`src/rtl/mem_arbiter_pkg.sv`:
```
// Shared definitions for the two-port memory arbiter: access sizes,
// arbiter FSM states, the latched request record and the alignment rule.
package mem_arbiter_pkg;

  typedef enum logic [1:0] {
    MEM_BYTE = 2'd0,
    MEM_HALF = 2'd1,
    MEM_WORD = 2'd2
  } mem_access_size_t;

  typedef enum logic [1:0] {
    IDLE = 2'd0,
    BUSY = 2'd1,
    RESP = 2'd2
  } mem_arb_state_t;

  typedef struct packed {
    logic             we;
    logic [31:0]      addr;
    mem_access_size_t size;
    logic [31:0]      wdata;
  } mem_req_t;

  // HALF needs addr[0]==0, WORD needs addr[1:0]==0; BYTE is always aligned.
  function automatic logic is_misaligned(input mem_access_size_t size,
                                         input logic [1:0] addr_lo);
    case (size)
      MEM_HALF: return addr_lo[0];
      MEM_WORD: return |addr_lo;
      default:  return 1'b0;
    endcase
  endfunction

endpackage

```
`src/rtl/mem_if.sv`:
```
// Single-ported memory interface. The arbiter side (slave modport) drives
// the read address/size and the write strobe/fields; the memory returns a
// sized, zero-extended rd_data combinationally.
interface mem_if;
  import mem_arbiter_pkg::*;

  logic [31:0]      rd_addr;
  mem_access_size_t rd_size;
  logic [31:0]      rd_data;
  logic             wr_enable;
  logic [31:0]      wr_addr;
  mem_access_size_t wr_size;
  logic [31:0]      wr_data;

  modport slave (
    output rd_addr, rd_size, wr_enable, wr_addr, wr_size, wr_data,
    input  rd_data
  );

  modport memory (
    input  rd_addr, rd_size, wr_enable, wr_addr, wr_size, wr_data,
    output rd_data
  );
endinterface

```
`src/rtl/mem_arbiter_rr_arbiter2.sv`:
```
// Two-requester round-robin arbiter, purely combinational. A sole requester
// wins outright; on a tie the port that did not win last time is chosen.
module rr_arbiter2 (
  input  logic [1:0] req,
  input  logic       last_grant,
  output logic [1:0] grant
);

  // One-hot grant selection from the request vector and last winner.
  always_comb begin
    grant = 2'b00;
    case (req)
      2'b01:   grant = 2'b01;
      2'b10:   grant = 2'b10;
      2'b11:   grant = last_grant ? 2'b01 : 2'b10;
      default: grant = 2'b00;
    endcase
  end

endmodule

```
`src/rtl/mem_arbiter.sv`:
```
// Shares one mem_if port between instruction fetch (port 0) and data
// access (port 1). One access at a time: IDLE -> BUSY -> RESP -> IDLE,
// with BUSY lasting WAIT_CYCLES+1 cycles to model memory latency.
// Optional feature macro: MEM_ARB_STATS_EN (grant/conflict counters).
//
// Handshake: a request on port p transfers on a rising edge where
// req_valid_i[p] and req_ready_o[p] are both high. Ready is only raised in
// IDLE, for at most one port, and never while reset_i is high. Requesters
// keep fields stable while valid and not ready, and may drop valid before
// ready. The response is a single-cycle resp_valid_o pulse with no
// backpressure.
module mem_arbiter
  import mem_arbiter_pkg::*;
#(
  parameter int WAIT_CYCLES = 2,
  parameter int STAT_W      = 32
) (
  input  logic                   clk_i,
  input  logic                   reset_i,
  input  logic [1:0]             req_valid_i,
  output logic [1:0]             req_ready_o,
  input  logic [1:0]             req_we_i,
  input  logic [1:0][31:0]       req_addr_i,
  input  mem_access_size_t [1:0] req_size_i,
  input  logic [1:0][31:0]       req_wdata_i,
  output logic [1:0]             resp_valid_o,
  output logic [31:0]            resp_rdata_o,
  output logic                   resp_err_o,
`ifdef MEM_ARB_STATS_EN
  output logic [STAT_W-1:0]      stat_grant0_o,
  output logic [STAT_W-1:0]      stat_grant1_o,
  output logic [STAT_W-1:0]      stat_conflict_o,
`endif
  output mem_arb_state_t         dbg_state_o,
  mem_if.slave                   memif
);

  localparam int CNT_W = (WAIT_CYCLES > 0) ? $clog2(WAIT_CYCLES + 1) : 1;

  mem_arb_state_t   state_q, state_d;
  mem_req_t         req_q;
  logic             owner_q;
  logic             last_grant_q;
  logic [CNT_W-1:0] cnt_q;
  logic [31:0]      rdata_q;
  logic             err_q;

  logic [1:0] grant;
  logic       g_idx;
  logic       accept;
  logic       mis_q;
  logic       done;

  rr_arbiter2 u_rr (
    .req        (req_valid_i),
    .last_grant (last_grant_q),
    .grant      (grant)
  );

  assign g_idx       = grant[1];
  assign accept      = (state_q == IDLE) && (grant != 2'b00) && !reset_i;
  assign mis_q       = is_misaligned(req_q.size, req_q.addr[1:0]);
  assign done        = (state_q == BUSY) && (cnt_q == '0);
  assign dbg_state_o = state_q;

  // State register; reset aborts any access in flight.
  always_ff @(posedge clk_i or posedge reset_i) begin
    if (reset_i) state_q <= IDLE;
    else         state_q <= state_d;
  end

  // Next state plus all handshake, response and memory-port outputs.
  always_comb begin
    state_d          = state_q;
    req_ready_o      = 2'b00;
    resp_valid_o     = 2'b00;
    resp_rdata_o     = 32'h0;
    resp_err_o       = 1'b0;
    memif.rd_addr    = 32'h0;
    memif.rd_size    = MEM_WORD;
    memif.wr_enable  = 1'b0;
    memif.wr_addr    = 32'h0;
    memif.wr_size    = MEM_WORD;
    memif.wr_data    = 32'h0;
    case (state_q)
      IDLE: begin
        req_ready_o = grant & {2{~reset_i}};
        if (accept) state_d = BUSY;
      end
      BUSY: begin
        memif.rd_addr   = req_q.addr;
        memif.rd_size   = req_q.size;
        memif.wr_addr   = req_q.addr;
        memif.wr_size   = req_q.size;
        memif.wr_data   = req_q.wdata;
        // The write commits on the single edge that ends the BUSY phase.
        memif.wr_enable = done && req_q.we && !mis_q;
        if (done) state_d = RESP;
      end
      RESP: begin
        resp_valid_o[owner_q] = 1'b1;
        resp_rdata_o          = rdata_q;
        resp_err_o            = err_q;
        state_d               = IDLE;
      end
      default: state_d = IDLE;
    endcase
  end

  // Request latch, wait-state counter and response capture.
  always_ff @(posedge clk_i or posedge reset_i) begin
    if (reset_i) begin
      req_q        <= '0;
      owner_q      <= 1'b0;
      last_grant_q <= 1'b1;
      cnt_q        <= '0;
      rdata_q      <= 32'h0;
      err_q        <= 1'b0;
    end else if (accept) begin
      req_q.we     <= req_we_i[g_idx];
      req_q.addr   <= req_addr_i[g_idx];
      req_q.size   <= req_size_i[g_idx];
      req_q.wdata  <= req_wdata_i[g_idx];
      owner_q      <= g_idx;
      last_grant_q <= g_idx;
      cnt_q        <= CNT_W'(WAIT_CYCLES);
    end else if (state_q == BUSY) begin
      if (cnt_q != '0) begin
        cnt_q <= cnt_q - CNT_W'(1);
      end else begin
        err_q   <= mis_q;
        rdata_q <= (req_q.we || mis_q) ? 32'h0 : memif.rd_data;
      end
    end
  end

`ifdef MEM_ARB_STATS_EN
  // Free-running grant and tie counters, wrapping at 2^STAT_W.
  always_ff @(posedge clk_i or posedge reset_i) begin
    if (reset_i) begin
      stat_grant0_o   <= '0;
      stat_grant1_o   <= '0;
      stat_conflict_o <= '0;
    end else begin
      if (accept && !g_idx) stat_grant0_o <= stat_grant0_o + STAT_W'(1);
      if (accept && g_idx)  stat_grant1_o <= stat_grant1_o + STAT_W'(1);
      if (state_q == IDLE && req_valid_i == 2'b11)
        stat_conflict_o <= stat_conflict_o + STAT_W'(1);
    end
  end
`endif

endmodule

```
`src/flat_wrapper.sv`:
```
// flat-port wrapper written by rule: the top's interface ports become plain ports
module mem_arbiter_flat import mem_arbiter_pkg::*;
#(
  parameter int WAIT_CYCLES = 2,
  parameter int STAT_W      = 32
)
  (clk_i, reset_i, req_valid_i, req_ready_o, req_we_i, req_addr_i, req_size_i, req_wdata_i, resp_valid_o, resp_rdata_o, resp_err_o, dbg_state_o, memif_rd_addr, memif_rd_size, memif_wr_enable, memif_wr_addr, memif_wr_size, memif_wr_data, memif_rd_data);
  mem_if memif_i ();
  input  logic clk_i;
  input  logic reset_i;
  input  logic [1:0] req_valid_i;
  output logic [1:0] req_ready_o;
  input  logic [1:0] req_we_i;
  input  logic [1:0][31:0] req_addr_i;
  input  mem_access_size_t [1:0] req_size_i;
  input  logic [1:0][31:0] req_wdata_i;
  output logic [1:0] resp_valid_o;
  output logic [31:0] resp_rdata_o;
  output logic resp_err_o;
  output mem_arb_state_t dbg_state_o;
  output wire logic [$bits(memif_i.rd_addr)-1:0] memif_rd_addr;
  output wire logic [$bits(memif_i.rd_size)-1:0] memif_rd_size;
  output wire logic [$bits(memif_i.wr_enable)-1:0] memif_wr_enable;
  output wire logic [$bits(memif_i.wr_addr)-1:0] memif_wr_addr;
  output wire logic [$bits(memif_i.wr_size)-1:0] memif_wr_size;
  output wire logic [$bits(memif_i.wr_data)-1:0] memif_wr_data;
  input wire logic [$bits(memif_i.rd_data)-1:0] memif_rd_data;
  assign memif_rd_addr = memif_i.rd_addr;
  assign memif_rd_size = memif_i.rd_size;
  assign memif_wr_enable = memif_i.wr_enable;
  assign memif_wr_addr = memif_i.wr_addr;
  assign memif_wr_size = memif_i.wr_size;
  assign memif_wr_data = memif_i.wr_data;
  assign memif_i.rd_data = memif_rd_data;
  mem_arbiter #(.WAIT_CYCLES(WAIT_CYCLES), .STAT_W(STAT_W)) u_core (.clk_i(clk_i), .reset_i(reset_i), .req_valid_i(req_valid_i), .req_ready_o(req_ready_o), .req_we_i(req_we_i), .req_addr_i(req_addr_i), .req_size_i(req_size_i), .req_wdata_i(req_wdata_i), .resp_valid_o(resp_valid_o), .resp_rdata_o(resp_rdata_o), .resp_err_o(resp_err_o), .dbg_state_o(dbg_state_o), .memif(memif_i));
endmodule
```
`config.mk`:
```
export PLATFORM = sky130hd
export DESIGN_NAME = mem_arbiter_flat
export DESIGN_NICKNAME = d
export VERILOG_FILES = /design/src/rtl/mem_arbiter_pkg.sv /design/src/rtl/mem_if.sv /design/src/rtl/mem_arbiter_rr_arbiter2.sv /design/src/rtl/mem_arbiter.sv /design/src/flat_wrapper.sv
export SDC_FILE = /design/constraint.sdc
export NUM_CORES = 1
export LEC_CHECK = 0
export ABC_AREA = 1
export CORE_UTILIZATION = 40
export CTS_CLUSTER_DIAMETER = 80
export DETAILED_ROUTE_END_ITERATION = 8
export GPL_TIMING_DRIVEN = 0
export PLACE_DENSITY = 0.81
export SYNTH_ARGS = -nofsm -noshare
export SYNTH_HDL_FRONTEND = slang
export SYNTH_HIERARCHICAL = 1
export SYNTH_SLANG_ARGS = --single-unit
export TNS_END_PERCENT = 50
```
`constraint.sdc`:
```
create_clock -name clk_i -period 6.4 [get_ports clk_i]
set_input_delay 1.6 -clock clk_i [delete_from_list [all_inputs] [get_ports clk_i]]
set_output_delay 1.6 -clock clk_i [all_outputs]
set_load 0.01 [all_outputs]
```
### Word-level counts from Yosys, hierarchy flattened

Index checks and enable logic that the tools add are counted.

* bits in registers: 106
* logic and storage cells: 74
* output and inout port bits: 140
* input port bits: 170

* order comparisons: 3
* bitwise gates (word level): 4
* eq/ne operators: 9
* add/sub/neg operators: 1
* mux-type cells: 28
* reductions and logical operators: 19

Operator list (count)
* 32-bit two-way mux: 8
* 2-bit two-way mux: 11
* 2-bit == test, second input constant: 4
* 2-bit nonzero test: 4
* 2-bit by 1-bit == test with 1-bit output, second input constant: 3
* 1-bit logical AND: 6
* 2-bit case mux with 3 select lines: 1
* 1-bit two-way mux: 5
* 2-bit logical NOT: 2
* 1-bit by 2-bit less-than comparator with 1-bit output, second input constant: 2
* 2-bit by 1-bit inequality test with 1-bit output, second input constant: 2
* 2-bit case mux with 2 select lines: 1
* 2-bit AND reduction: 2
* 1-bit NOT: 3
* 3-bit AND reduction: 1
* 2-bit AND: 1
* 1-bit logical NOT: 2
* 1-bit case mux with 2 select lines: 1
* 2-bit OR reduction: 1
* 2-bit by 1-bit subtractor with 2-bit output, second input constant: 1
* 1-bit demux with 1-bit select: 1
* 1-bit >= comparator, second input constant: 1
* 1-bit logical OR: 1

### Depth between registers and ports, before layout

* depth after elaboration: 7
* mapped depth: 10
* mapped depth without buffers: 9

### Hierarchy

The synthesis kept the hierarchy.

By module, submodules not included
* mem_arbiter: cells an instance 799, area an instance 5968.2 sq um, sequential area each 2653.8 sq um, times used 1
* rr_arbiter2: cells an instance 5, area an instance 21.3 sq um, sequential area each 0.0 sq um, times used 1

### Worst setup path after synthesis

Ideal clock, no wire load.

* kind: input port to output port
* start: input port reset_i
* end: output port req_ready_o[1]
* buffers on the path: 1
* setup slack: 0.280 ns
* arrival: 4.520 ns
* stages on the path: 4
* required time: 4.800 ns
* cell sequence: inv_1 nand4_4 buf_2 nor2_2

* word-level cells in the longest chain between the ends: 3

Ends and longest elaborated chain
* from (decl): line flat_wrapper.sv:10 `input logic reset_i;`
* 1-bit NOT: line mem_arbiter.sv:87 `req_ready_o = grant & {2{~reset_i}};`
* 2-bit AND: line mem_arbiter.sv:87
* 2-bit two-way mux: line mem_arbiter.sv:85 `case (state_q)`
* to (decl): line flat_wrapper.sv:12 `output logic [1:0] req_ready_o;`

No other way between the ends.

### Final worst setup path

Ends and elaborated chain as after synthesis.

==> metrics.txt <==
status=finished, final reports clean; Post-synth EDFFs=0; final-layout worst hold slack=0.483 ns; CP Data Required Time=4.80 ns; pin count of the biggest net entering global routing=55; number of antenna violations at the first check in global routing=0; ratio of cells with drive above 1 in the final layout=13.8%; clock transition at the register clock pins on the worst setup and hold paths after CTS=0.07 ns; Synth Cell Area=5990 um2; DPL Wire Length=15.2 mm; net count of the finished layout=1298; number of placed instances with taps included=1298; final critical path time including I/O delays and setup=5.72 ns; number of instances in the synthesized netlist=804; static leakage=4.44 nW; post-route ant nets=0; chip height=124 um; first-pass GRT wire length=30.6 mm; antenna diode count=0; post-CTS setup buffer count=0; clock latency reported for the late side of the worst-skew pair=0.35 ns; starting density of the core=41.1%; Netlist cell types=26; syn nets=977; final number of max-transition violations=0; Setup Viol. Count Final=0; nature of the critical path endpoint=primary output; first-pass iteration count of the detailed router=6; setup TNS=0 ns; Avg WL per Cell=14.6 um; horizontal extent of the die=124 um; vias in the first global route=6090; number of maximum-capacitance constraint violations=0; violation count after the first detailed-routing iteration=342; overall global routing resource usage=24.7%; final hold violations=0; post-detailed-route DRC marker count=0; commonest cells in the netlist=nand2_1 (149), inv_1 (111), dfrtp_1 (105); slew margin rel.=53.5%; Post-Syn Area per Cell=7.45 um2; kind of start point of the critical path=input pin; most repeated cell in the gate-level netlist after synthesis=nand2_1; Resized Gates After CTS=0; share of async-settable or async-resettable flops after synthesis=100%; Die Footprint=15500 um2; clock tree from TritonCTS=built; worst-margin pin slew=0.697 ns; highest net fanout along the worst path=54; via count of the routed design=6226; number of warnings printed during yosys synthesis=6; Post-Route Skew=0.00706 ns; number of vias per cell=4.74; IR Drop Worst-Case VDD=161 uV; Seq/Total Area, Yosys=44.3%; worst setup path category=in2out; Root Buffer=clkbuf_16; TritonCTS Sinks=106; upper clock frequency limit=175 MHz; total number of placement rows=44; final estimated routing congestion in global placement=0.835; power per cell area=385 nW/um2; area of the core=14600 um2; top cell type by total area after synthesis=dfrtp_1; Place WS=0.598 ns; final wirelength=19.2 mm; final cycle utilization of the critical path=89.4%; ranking of synthesized cells by area=dfrtp_1 (44%), nand2_1 (9.3%), o21ai_0 (7.9%); overall power consumption=3.70 mW; arrival time worst endpoint=4.12 ns; # hold bufs at CTS=0; most used flip-flop cell after synthesis=dfrtp_1; count of state elements after synthesis=106; Yosys top cell area share=43.9%; top-level I/O count=310; number of CTS-inserted buffers=9; Cell Count, Final, Fillers Out=1314; setup slack after layout=0.680 ns; buffer depth of the longest clock path=2; area growth from synthesis to layout=60.6%; Hold Path Class=reg2reg; overflow left after global routing=0; count of buffers inserted at the top-level ports=309; total number of H-tree levels=3; setup repair after global routing missed its margin=false
layout make-up:
cell class / count / area [um2]
buffer: 85 / 549
clock buffer: 9 / 225
clock inverter: 7 / 53.8
fill: 1274 / 4970
inverter: 114 / 430
multi-input combinational: 499 / 2360
sequential: 106 / 2650
tap: 184 / 230
timing repair buffer: 310 / 3120
power breakdown:
group / switching, mW / internal, mW
sequential: 0.175 / 0.981
clock: 0.258 / 0.267
combinational: 1.02 / 1.00
path summary, 6_finish.rpt:
| kind | start | end | slack (ns) | depth (start not counted) |
|---|---|---|---|---|
| worst max-delay path | reset_i | req_ready_o[1] | 0.68 | 7 |
| worst min-delay path | u_core/last_grant_q | u_core/last_grant_q | 0.48 | 2 |
| worst max register to register | u_core/last_grant_q | u_core/req_q[0] | 4.39 | 6 |
| worst min register to register | u_core/last_grant_q | u_core/last_grant_q | 0.48 | 2 |
| max in group asynchronous | reset_i | u_core/last_grant_q | 3.90 | 3 |
| min in group asynchronous | reset_i | u_core/rdata_q[13] | 1.76 | 2 |
state kept, by name (all words and copies together) (netlist names):
| name | count |
|---|---|
| u_core/err_q | 1 |
| u_core/cnt_q | 2 |
| u_core/last_grant_q | 1 |
| u_core/rdata_q | 32 |
| u_core/req_q | 67 |
| u_core/dbg_state_o | 2 |
| u_core/owner_q | 1 |
critical path, cell delays in order:
cell and delay [ns]:
clkdlybuf4s50_1 0.47, inv_4 0.53, buf_16 0.34, nand4_4 0.21
buf_2 0.25, nor2_2 0.11, clkdlybuf4s50_1 0.58
routing by layer:
metal | global-route usage, % | wire length [um] | up-vias
li1 | - | - | 3089
met1 | 29.7 | 8050 | 2894
met2 | 44.2 | 9740 | 222
met3 | 4.77 | 1160 | 21
met4 | 7.37 | 286 | 0
met5 | 0 | 0 | -
layout by cell type (no fill, tap or decap), types with 2 or more instances in the layout:
master / synthesis / layout
clkdlybuf4s50_1: 0 / 309
nand2_1: 149 / 149
inv_1: 111 / 110
dfrtp_1: 105 / 105
nor2_1: 104 / 104
o21ai_0: 94 / 94
or2_2: 67 / 67
o21ai_1: 40 / 40
buf_4: 38 / 38
nand4_1: 32 / 32
clkbuf_1: 21 / 21
buf_2: 13 / 13
clkbuf_16: 0 / 9
buf_6: 9 / 9
clkinvlp_4: 0 / 3
inv_2: 3 / 3
clkbuf_2: 3 / 3
ha_1: 3 / 3
inv_6: 0 / 2
nand3_1: 2 / 2
logic make-up after synthesis:
kind of cell             Yosys count  share of synthesized area (%)
buffers and inverters            199                           16.3
AND/OR/NAND/NOR                  359                           27.2
AO/OA/AOI/OAI                    137                           11.5
adder cells (fa/ha/maj)            3                          0.627
flip-flops                       106                           44.3
per-stage QoR:
| stage | utilization (%) | cell area [um2] |
|---|---|---|
| finish | 66.0 | 9620 |
| global route | 66.0 | 9620 |
| CTS | 66.0 | 9620 |
| detailed placement | 64.0 | 9340 |
| global placement | 63.8 | 9310 |
| floorplan | - | 5990 |
Power figures use the tool's default switching activity.
